[src/rtl/mem_stage_pkg.sv]
// Shared state encoding, access-size constants and lane-mask helpers for the MEM stage.
package mem_stage_pkg;

  typedef enum logic [1:0] {
    IDLE = 2'd0,
    REQ  = 2'd1,
    RESP = 2'd2,
    DONE = 2'd3
  } mem_state_e;

  localparam logic [1:0] SZ_B = 2'b00;
  localparam logic [1:0] SZ_H = 2'b01;
  localparam logic [1:0] SZ_W = 2'b10;
  localparam logic [1:0] SZ_D = 2'b11;
  localparam int         F3_UNS_BIT = 2;

  // Byte-lane mask of an access of the given size, anchored at lane 0.
  function automatic logic [7:0] size_mask(input logic [1:0] sz);
    case (sz)
      SZ_B:    size_mask = 8'h01;
      SZ_H:    size_mask = 8'h03;
      SZ_W:    size_mask = 8'h0F;
      default: size_mask = 8'hFF;
    endcase
  endfunction

  // Offset bits that must be zero for a naturally aligned access.
  function automatic logic [2:0] align_mask(input logic [1:0] sz);
    case (sz)
      SZ_B:    align_mask = 3'b000;
      SZ_H:    align_mask = 3'b001;
      SZ_W:    align_mask = 3'b011;
      default: align_mask = 3'b111;
    endcase
  endfunction

endpackage

[src/rtl/mem_load_align.sv]
// Moves the addressed bytes of a memory word down to bit 0 and applies size and extension.
module mem_load_align
  import mem_stage_pkg::*;
#(
  parameter int XLEN  = 32,
  parameter int OFF_W = $clog2(XLEN / 8)
) (
  input  logic [XLEN-1:0]  rdata_i,
  input  logic [OFF_W-1:0] off_i,
  input  logic [2:0]       funct3_i,
  output logic [XLEN-1:0]  data_o
);

  logic        [XLEN-1:0] shifted;
  logic signed [7:0]      b_s;
  logic signed [15:0]     h_s;
  logic signed [31:0]     w_s;

  assign shifted = rdata_i >> {off_i, 3'b000};
  assign b_s     = shifted[7:0];
  assign h_s     = shifted[15:0];
  assign w_s     = shifted[31:0];

  always_comb begin
    data_o = shifted;
    case (funct3_i[1:0])
      SZ_B: begin
        if (funct3_i[F3_UNS_BIT]) data_o = XLEN'(shifted[7:0]);
        else                      data_o = XLEN'(b_s);
      end
      SZ_H: begin
        if (funct3_i[F3_UNS_BIT]) data_o = XLEN'(shifted[15:0]);
        else                      data_o = XLEN'(h_s);
      end
      SZ_W: begin
        if (funct3_i[F3_UNS_BIT]) data_o = XLEN'(shifted[31:0]);
        else                      data_o = XLEN'(w_s);
      end
      default: data_o = shifted;
    endcase
  end

endmodule

[src/rtl/mem_stage_pipe.sv]
// MEM pipeline stage: holds one instruction from EX, runs its memory access
// through a valid/ready request and response channel, and hands the result to WB.
module mem_stage_pipe
  import mem_stage_pkg::*;
#(
  parameter int XLEN   = 32,
  parameter int ADDR_W = 32,
  parameter int RF_AW  = 5
) (
  input  logic                clk,
  input  logic                rst,
  input  logic                EX_to_MEM_Valid,
  output logic                MEM_Allow_in,
  input  logic [XLEN-1:0]     ex_rs2_data,
  input  logic [XLEN-1:0]     ex_result,
  input  logic [2:0]          ex_funct3,
  input  logic                ex_load,
  input  logic                ex_store,
  input  logic                ex_wb_wen,
  input  logic [RF_AW-1:0]    ex_rf_waddr,
  input  logic [ADDR_W-1:0]   ex_pc,
  output logic                Mem_req_valid,
  input  logic                Mem_req_ready,
  output logic [ADDR_W-1:0]   Mem_addr,
  output logic                Mem_wen,
  output logic [XLEN/8-1:0]   Mem_wstrb,
  output logic [XLEN-1:0]     Mem_wdata,
  input  logic [XLEN-1:0]     Read_data,
  input  logic                Read_data_Valid,
  output logic                Read_data_Ready,
  input  logic                WB_Allow_in,
  output logic                MEM_to_WB_Valid,
  output logic                wb_wen,
  output logic [RF_AW-1:0]    wb_rf_waddr,
  output logic [XLEN-1:0]     wb_data,
  output logic [ADDR_W-1:0]   wb_pc,
  output logic                wb_misalign,
  output logic                rdw_wen,
  output logic                rdw_ready,
  output logic [RF_AW-1:0]    rdw_waddr,
  output logic [XLEN-1:0]     rdw_data,
  output logic                Mem_Feedback
);

  localparam int STRB_W = XLEN / 8;
  localparam int OFF_W  = $clog2(STRB_W);

  mem_state_e        state_q, state_d;
  logic              valid_q, valid_d;

  logic [XLEN-1:0]   rs2_q, result_q, ldata_q, ldata_al;
  logic [2:0]        funct3_q;
  logic              load_q, store_q, wen_q, misal_q;
  logic [RF_AW-1:0]  waddr_q;
  logic [ADDR_W-1:0] pc_q;

  logic              accept, ex_misal, ex_go_req;
  logic [OFF_W-1:0]  ex_off, off_q;
  logic [1:0]        sz_q;

  // EX side: acceptance and alignment check of the offered instruction
  assign ex_off    = ex_result[OFF_W-1:0];
  assign ex_misal  = (ex_load || ex_store) &&
                     (((ex_funct3[1:0] == SZ_D) && (XLEN == 32)) ||
                      (|(3'(ex_off) & align_mask(ex_funct3[1:0]))));
  assign ex_go_req = (ex_load || ex_store) && !ex_misal;

  assign MEM_Allow_in = ((state_q == IDLE) && !valid_q) || (MEM_to_WB_Valid && WB_Allow_in);
  assign Mem_Feedback = MEM_Allow_in;
  assign accept       = EX_to_MEM_Valid && MEM_Allow_in;

  always_comb begin
    state_d = state_q;
    valid_d = valid_q;
    case (state_q)
      IDLE: if (accept) begin
        state_d = ex_go_req ? REQ : DONE;
        valid_d = 1'b1;
      end
      REQ:  if (Mem_req_ready)   state_d = store_q ? DONE : RESP;
      RESP: if (Read_data_Valid) state_d = DONE;
      DONE: if (WB_Allow_in) begin
        if (accept) begin
          state_d = ex_go_req ? REQ : DONE;
        end else begin
          state_d = IDLE;
          valid_d = 1'b0;
        end
      end
      default: state_d = IDLE;
    endcase
  end

  always_ff @(posedge clk or posedge rst) begin
    if (rst) begin
      state_q <= IDLE;
      valid_q <= 1'b0;
    end else begin
      state_q <= state_d;
      valid_q <= valid_d;
    end
  end

  // Stage registers: datapath only, loaded on acceptance and on the load response
  always_ff @(posedge clk) begin
    if (accept) begin
      rs2_q    <= ex_rs2_data;
      result_q <= ex_result;
      funct3_q <= ex_funct3;
      load_q   <= ex_load;
      store_q  <= ex_store;
      wen_q    <= ex_wb_wen;
      waddr_q  <= ex_rf_waddr;
      pc_q     <= ex_pc;
      misal_q  <= ex_misal;
    end
    if ((state_q == RESP) && Read_data_Valid) ldata_q <= ldata_al;
  end

  // Memory request: lane strobes and replicated store data
  assign sz_q  = funct3_q[1:0];
  assign off_q = result_q[OFF_W-1:0];

  assign Mem_req_valid   = (state_q == REQ);
  assign Mem_addr        = ADDR_W'(result_q) & ~ADDR_W'(STRB_W - 1);
  assign Mem_wen         = store_q;
  assign Mem_wstrb       = STRB_W'(size_mask(sz_q)) << off_q;
  assign Read_data_Ready = rst || (state_q == RESP);

  always_comb begin
    Mem_wdata = rs2_q;
    case (sz_q)
      SZ_B:    Mem_wdata = {STRB_W{rs2_q[7:0]}};
      SZ_H:    Mem_wdata = {(STRB_W / 2){rs2_q[15:0]}};
      SZ_W:    Mem_wdata = {(STRB_W / 4){rs2_q[31:0]}};
      default: Mem_wdata = rs2_q;
    endcase
  end

  mem_load_align #(
    .XLEN  (XLEN),
    .OFF_W (OFF_W)
  ) u_load_align (
    .rdata_i  (Read_data),
    .off_i    (off_q),
    .funct3_i (funct3_q),
    .data_o   (ldata_al)
  );

  // WB side and bypass
  assign MEM_to_WB_Valid = (state_q == DONE);
  assign wb_wen          = wen_q && !misal_q;
  assign wb_rf_waddr     = waddr_q;
  assign wb_data         = load_q ? ldata_q : result_q;
  assign wb_pc           = pc_q;
  assign wb_misalign     = misal_q && (state_q == DONE);

  assign rdw_wen   = wb_wen && valid_q;
  assign rdw_ready = (state_q == DONE);
  assign rdw_waddr = waddr_q;
  assign rdw_data  = wb_data;

endmodule

[config.mk]
export PLATFORM = sky130hd
export DESIGN_NAME = mem_stage_pipe
export DESIGN_NICKNAME = d
export VERILOG_FILES = /design/src/rtl/mem_stage_pkg.sv /design/src/rtl/mem_load_align.sv /design/src/rtl/mem_stage_pipe.sv
export SDC_FILE = /design/constraint.sdc
export NUM_CORES = 1
export LEC_CHECK = 0
export CORE_UTILIZATION = 38
export CTS_BUF_LIST = sky130_fd_sc_hd__clkbuf_8
export CTS_CLUSTER_SIZE = 30
export DETAILED_ROUTE_END_ITERATION = 6
export PLACE_DENSITY = 0.8
export SYNTH_ARGS = -nofsm -noshare
export SYNTH_HDL_FRONTEND = slang
export SYNTH_SLANG_ARGS = --single-unit
[constraint.sdc]
create_clock -name clk -period 3.79 [get_ports clk]
set_input_delay 0.9475 -clock clk [delete_from_list [all_inputs] [get_ports clk]]
set_output_delay 0.9475 -clock clk [all_outputs]
set_load 0.02 [all_outputs]
# Word-level counts from Yosys, hierarchy flattened
# Cells that the tools add are included.
[word_totals]
register_bits = 143
latch_bits = 0
mem_bits_rw = 0
mem_bits_ro = 0
elab_cells = 70
memories = 0
[classes]
add_sub_neg = 0
n_mul = 0
div = 0
order_cmp = 0
eq_ne = 13
shifts = 2
n_mux = 19
bitwise = 1
n_reduce_logical = 23
[op_table]
columns = ["operator", "n"]
rows = [
  ["case mux 32 bit (2 select lines)", 2],
  ["two-way mux 32 bit", 3],
  ["right shift 32 x 5 -> 32 bit", 1],
  ["two-way mux 2 bit", 6],
  ["case mux 4 bit (3 select lines)", 1],
  ["equality test 2 bit, second input constant", 5],
  ["logical AND 1 bit", 9],
  ["case mux 3 bit (3 select lines)", 1],
  ["inequality test 2 bit, second input constant", 4],
  ["case mux 2 bit (4 select lines)", 1],
  ["AND reduction 4 bit", 2],
  ["equality test 2 x 1 -> 1 bit, second input constant", 3],
  ["logical NOT 2 bit", 3],
  ["logical OR 1 bit", 4],
  ["two-way mux 1 bit", 4],
  ["left shift 4 x 2 -> 4 bit", 1],
  ["bitwise AND 2 x 3 -> 3 bit", 1],
  ["logical NOT 1 bit", 3],
  ["OR reduction 3 bit", 1],
  ["inequality test 2 x 1 -> 1 bit, second input constant", 1],
  ["case mux 1 bit (2 select lines)", 1],
  ["nonzero test 2 bit", 1],
]

# Logic depth before layout (Yosys ltp)
# Gate-level depths: netlist of the first run.
[depth]
depth_word = 12
mapped_depth = 5
depth_no_buf = 3

# Hierarchy
# From an unflattened synthesis of the first run, not the netlist that was laid out.
[unflattened]
hier_cells = 446
area_unflattened_um2 = 6621.4
[modules_own_cells]
columns = ["module", "instances", "cells_per_inst", "area_each_um2", "seq_area_each_um2"]
rows = [
  ["mem_stage_pipe", 1, 343, 5853.1, 4279.1],
  ["mem_load_align", 1, 103, 768.2, 0.0],
]

# Worst setup path before layout of the first run
# No wires, ideal clock.
[synth_path]
path_type = "input -> register"
startpoint = "input WB_Allow_in"
endpoint = "register store_q (netlist: Mem_wen), enable pin"
setup_ps = 479
arrival_time_ps = 3836
t_required_ps = 3311
slack_ps = -525
cell_stages = 3
path_buffers = 0
cell_sequence = "nand3_1 > o31ai_1 > and2_1"
[synth_between]
elab_chain_len = 3
[synth_rtl]
columns = ["element", "line", "source"]
rows = [
  ["from (decl)", "mem_stage_pipe.sv:31", "input logic WB_Allow_in,"],
  ["logical AND 1 bit", "mem_stage_pipe.sv:68", "assign MEM_Allow_in = ((state_q == IDLE) && !valid_q) || (MEM_to_WB_Valid && WB_Allow_in);"],
  ["logical OR 1 bit", "mem_stage_pipe.sv:68", ""],
  ["net MEM_Allow_in", "mem_stage_pipe.sv:13", "output logic MEM_Allow_in,"],
  ["logical AND 1 bit", "mem_stage_pipe.sv:70", "assign accept = EX_to_MEM_Valid && MEM_Allow_in;"],
  ["net accept", "mem_stage_pipe.sv:57", "logic accept, ex_misal, ex_go_req;"],
  ["to (signal assigned)", "mem_stage_pipe.sv:111", "store_q <= ex_store;"],
  ["to (decl)", "mem_stage_pipe.sv:53", "logic load_q, store_q, wen_q, misal_q;"],
]
# The timed path passes the listed nets, and every way through them passes these cells.
# A chain may end at the register's enable or synchronous reset.

# Final worst setup path of the first run
[layout_path]
startpoint = "register funct3_q[1]"
endpoint = "output Mem_wdata[11]"
[layout_between]
elab_chain_len = 2
word_cells_on_any_way = 3
cone_classes = "eq/ne: 1; mux: 1; reduce/logical: 1"
[layout_rtl]
columns = ["element", "line", "source"]
rows = [
  ["from (decl)", "mem_stage_pipe.sv:52", "logic [2:0] funct3_q;"],
  ["from (signal assigned)", "mem_stage_pipe.sv:109", "funct3_q <= ex_funct3;"],
  ["equality test 2 x 1 -> 1 bit or logical NOT 2 bit (tied branches)", "mem_stage_pipe.sv:132", "case (sz_q)"],
  ["case mux 32 bit (2 select lines) (*)", "mem_stage_pipe.sv:132", ""],
  ["to (decl)", "mem_stage_pipe.sv:27", "output logic [XLEN-1:0] Mem_wdata,"],
]
# Every way passes the cells marked *; elsewhere a longest branch is shown, timed or not.

==> qor.yml, run 1 <==
detailed_routing:
  vias: 4566
  routedWlPerCell_um: 20.0
  drt_wl_total_mm: 18.5
  ant_nets: 0
  avgViaCountPerCell: 4.93
  first_iter_violations: 175
  first_pass_iters: 4
  drc: 0
critical_path:
  startpoint_type: "register"
  crit_fanout: 16
  worst_ep_required_time_ps: 2840
  arrival_ps: 2460
  path_class: "reg -> out"
  end_kind: "output port"
  r2r_slack_ps: 1620
clocking:
  cts_hold_buf: 0
  clk_latency_ps: 450
  path_clk_slew_ps: 80
  cts-root-buf: "clkbuf_8"
  cts_buffer_depth: 2
  cts_tree: "done"
  cts_setup_buffers: 0
  cts-htree-levels: 4
  cts_resized: 0
  clock_sinks: 143
  cts_inserted_buffers: 17
synthesis:
  syn_inst: 439
  synthesis.area_sq_um: 6520
  synth_top_area_share_pct: 64.5
  yosysMostFrequentCell: "edfxtp_1"
  yosysSeqAreaShare_pct: 65.6
  synth_edf_count: 140
  synth_flop_cell: "edfxtp_1"
  avgSynthCellArea_sq_um: 14.9
  synth_cell_type_count: 38
  yosysTopAreaCell: "edfxtp_1"
  ys_async_sr_fraction_pct: 2.10
  yosys-top-cells-area: "edfxtp_1 64%, mux2_2 9.3%, buf_4 9.1%"
  yosys_warnings: 0
  synth_top_cells_by_count: "140 x edfxtp_1, 79 x buf_4, 54 x mux2_2"
  ys_ff_latch: 143
global_routing:
  grt_pass1_vias: 4721
  grtUsageTotal_pct: 21.2
  grt_pass1_wl_mm: 27.6
  grt_antenna_before_repair: 2
  grt_overflow_total: 0
  grt_max_degree: 50
floorplanning:
  dieArea_sq_um: 17700
  rows: 47
  start_util_pct: 39.2
  dieHeight_um: 133
  core_area_sq_um: 16600
  ios: 329
  die_w_um: 133
placement:
  placed_area_sq_um: 9470
  portBuffers: 326
  dp_hpwl_mm: 13.8
  gp_congestion: 0.920
sta:
  post-route-period-util_pct: 90.0
  finalSetupViolations: 0
  tightest_slew_ps: 767
  max_freq_ghz: 0.293
  rsz0062_at_grt: "no"
  skew_ps: 13.0
  hold_viol_final: 0
  fin_crit_ps: 3410
  final_max_slew_viol_count: 0
  finalSetupTns_ps: 0
  slew_headroom_pct: 48.9
final_layout:
  fin_nets: 839
  utilization_pct: 59.2
  area_growth_syn_to_layout_pct: 51.1
  num_antenna_cells: 0
  final_area_sq_um: 9860
  drive_gt1_share_pct: 14.1
pwr:
  powerDensity_nw_per_um2: 579
  leakage_nw: 3.44
  ir_drop_mv: 0.301
flow_run:
  drv_cap: 0
worst_hold_path:
  min_path_type: "reg -> reg"
status:
  status: "finished clean"
area by class of cell:
type | instances | area (sq um)
timing repair buffer | 336 | 3360
multi-input combinational | 191 | 1540
clock buffer | 17 | 234
clock inverter | 15 | 148
tap | 220 | 275
sequential | 143 | 4280
fill | 1271 | 6790
inverter | 5 | 18.8
sequential cells by signal, indices dropped and copies added (netlist names), 2 cells and up:
name       cells
funct3_q       3
ldata_q       32
rdw_waddr      5
result_q      32
rs2_q         32
state_q        2
wb_pc         32
cells in the final DEF (no fill, tap or decap), drive strengths merged, types with 2 or more instances in the layout:
cell,n
or2,2
dfrtp,3
and2,3
inv,9
clkinv,6
clkdlybuf4s50,326
a21oi,14
o2bb2ai,8
conb,2
nor2,14
bufinv,2
edfxtp,140
o22ai,8
clkbuf,17
o21ai,12
nor2b,9
mux2,54
nand2b,3
buf,10
a221oi,7
a211oi,9
mux4,2
clkinvlp,3
nand2,12
and3,2
a21o,2
mux2i,18
where the power goes:
| group | leakage (nW) | internal, W | switching, W | total [W] |
|---|---|---|---|---|
| registers | 1.32 | 0.00211 | 0.000165 | 0.00228 |
| clock network | 0.196 | 0.000581 | 0.000610 | 0.00119 |
| logic | 1.92 | 0.00107 | 0.00118 | 0.00224 |
worst paths after layout:
path / startpoint / endpoint / cells after the start
setup / recovery: funct3_q[1] / Mem_wdata[11] / 4
hold / removal: valid_q / valid_q / 2
setup reg to reg: result_q[0] / ldata_q[22] / 4
hold reg to reg: valid_q / valid_q / 2
max in group asynchronous: rst / valid_q / 2
min in group asynchronous: rst / state_q[0] / 2
through the flow:
step | total power (W) | setup WS, ps | std cells | hold WS, ps
2_1_floorplan | 0.00360 | 631 | 440 | 561
3_3_place_gp | 0.00452 | 501 | 895 | 613
3_5_place_dp | 0.00456 | 475 | 895 | 654
4_1_cts | 0.00577 | 294 | 927 | 652
5_1_grt | 0.00594 | 230 | 927 | 664
6_report | 0.00571 | 380 | 927 | 682
worst max-delay path: stages, from the launching register on:
cell and delay (ps):
edfxtp_1 640, nor2_1 170, buf_4 270, mux2_2 360, clkdlybuf4s50_1 560
per-layer routing:
layer | GRT usage (%) | wire length, um
met4 | 8.11 | 337
met2 | 38.4 | 9980
met1 | 22.1 | 6590
met5 | 0 | 24
met3 | 8.05 | 1610
cells by family after synthesis:
logic type | after synthesis | share of synthesized area (%)
AO/OA/AOI/OAI | 67 | 7.02
multiplexers | 74 | 12.8
other | 1 | 0.0575
buffers and inverters | 106 | 10.9
flip-flops | 143 | 65.6
AND/OR/NAND/NOR | 48 | 3.61
No activity file was read; power rests on OpenSTA's default activity.
==> run 2, diff against run 1 <==
- CORE_MARGIN: default -> 3
==> qor.yml, run 2 (synthesis gave the netlist of run 1 again) <==
pwr:
  leakage_nw: 3.45
  ir_drop_mv: 0.338
  powerDensity_nw_per_um2: 585
clocking:
  cts_hold_buf: 0
  clk_latency_ps: 440
  cts_resized: 0
  cts_inserted_buffers: 17
  cts-htree-levels: 4
  cts_buffer_depth: 2
  path_clk_slew_ps: 80
  cts-root-buf: "clkbuf_8"
  cts_tree: "done"
  cts_setup_buffers: 0
  clock_sinks: 143
global_routing:
  grt_pass1_vias: 4926
  grt_max_degree: 37
  busiest_layer: "met2"
  met3_usage_pct: 7.79
  globalRouteMet2Util_pct: 37.5
  grt_overflow_total: 0
  grtUsageTotal_pct: 20.9
  grt_pass1_wl_mm: 28.7
  gr-usage-met1_pct: 21.7
  grt_antenna_before_repair: 1
final_layout:
  fill_cells: 1279
  ff_latch_area_sq_um: 4280
  stdcell_count: 927
  final_area_sq_um: 9880
  multi_input_area_sq_um: 1540
  layout_common_cells: "326 x clkdlybuf4s50_1, 140 x edfxtp_1, 54 x mux2_2"
  drive_gt1_share_pct: 14.4
  final_common_cell: "clkdlybuf4s50_1"
  fin_nets: 840
  area_growth_syn_to_layout_pct: 51.5
  num_antenna_cells: 0
sta:
  hold_viol_final: 0
  max_freq_ghz: 0.296
  skew_ps: 8.45
  finalSetupViolations: 0
  fin_crit_ps: 3370
  finalSetupTns_ps: 0
  slew_headroom_pct: 47.5
  rsz0062_at_grt: "no"
  post-route-period-util_pct: 89.0
  tightest_slew_ps: 787
  final_max_slew_viol_count: 0
placement:
  dp_hpwl_mm: 15.3
  gp_congestion: 0.827
  portBuffers: 326
  dpl.cell_count: 896
  placed_area_sq_um: 9480
detailed_routing:
  routedWlPerCell_um: 21.2
  drc: 0
  drt_wl_total_mm: 19.7
  vias: 4572
  ant_nets: 0
  first_pass_iters: 4
  avgViaCountPerCell: 4.93
  first_iter_violations: 173
critical_path:
  crit_fanout: 23
  worst_ep_required_time_ps: 2840
  end_kind: "output port"
  arrival_ps: 2430
  path_class: "reg -> out"
  startpoint_type: "register"
floorplanning:
  dieArea_sq_um: 18800
  start_util_pct: 39.1
  die_w_um: 137
  ios: 329
  rows: 47
  dieHeight_um: 137
  core_area_sq_um: 16700
worst_hold_path:
  min_path_type: "reg -> reg"
status:
  status: "finished clean"
flow_run:
  drv_cap: 0
run 2: cell count changes in the layout (fill, tap and decap cells not counted):
cell / previous run / this run
bufinv_16: 2 / 3
buf_4: 8 / 9
clkinvlp_4: 3 / 2
clkinv_2: 2 / 3
clkinv_1: 1 / 2
inv_1: 7 / 4
run 2: power breakdown:
| group | internal (W) | leakage, nW | switching, W |
|---|---|---|---|
| Clock | 0.000647 | 0.200 | 0.000591 |
| Sequential | 0.00211 | 1.32 | 0.000161 |
| Combinational | 0.00107 | 1.92 | 0.00120 |
run 2: layout make-up:
type	instances	share of cell area, %
multi-input combinational	191	15.6
clock buffer	17	2.37
clock inverter	14	1.70
sequential	143	43.3
tap	220	2.79
timing repair buffer	337	34.1
inverter	5	0.190
run 2: path summary, 6_finish.rpt:
kind,slack [ps],startpoint,cells past startpoint,to
worst max-delay path,420,load_q,3,wb_data[9]
worst min-delay path,670,state_q[0],1,state_q[0]
worst max register to register,1380,result_q[0],4,ldata_q[19]
worst min register to register,670,state_q[0],1,state_q[0]
max in group asynchronous,2910,rst,2,valid_q
min in group asynchronous,730,rst,2,state_q[1]
run 2: routing by layer:
| layer | wire [um] | share of wire [%] |
|---|---|---|
| met5 | 13 | 0.066 |
| met4 | 586 | 3.0 |
| met3 | 1710 | 8.7 |
| met2 | 10500 | 53 |
| met1 | 6880 | 35 |
run 2: stage by stage:
stage,hold slack [ps],setup WS [ps],power [W],utilization [%]
finish,667,417,0.00578,59.2
global route,694,293,0.00607,59.2
CTS,654,359,0.00585,59.2
detailed placement,636,482,0.00460,56.8
global placement,603,498,0.00455,56.8
floorplan,561,631,0.00360,-
run 2: critical path, cell delays in order (launching register included):
cell             delay (ps)
edfxtp_1                600
buf_4                   400
mux2_2                  400
clkdlybuf4s50_1         560
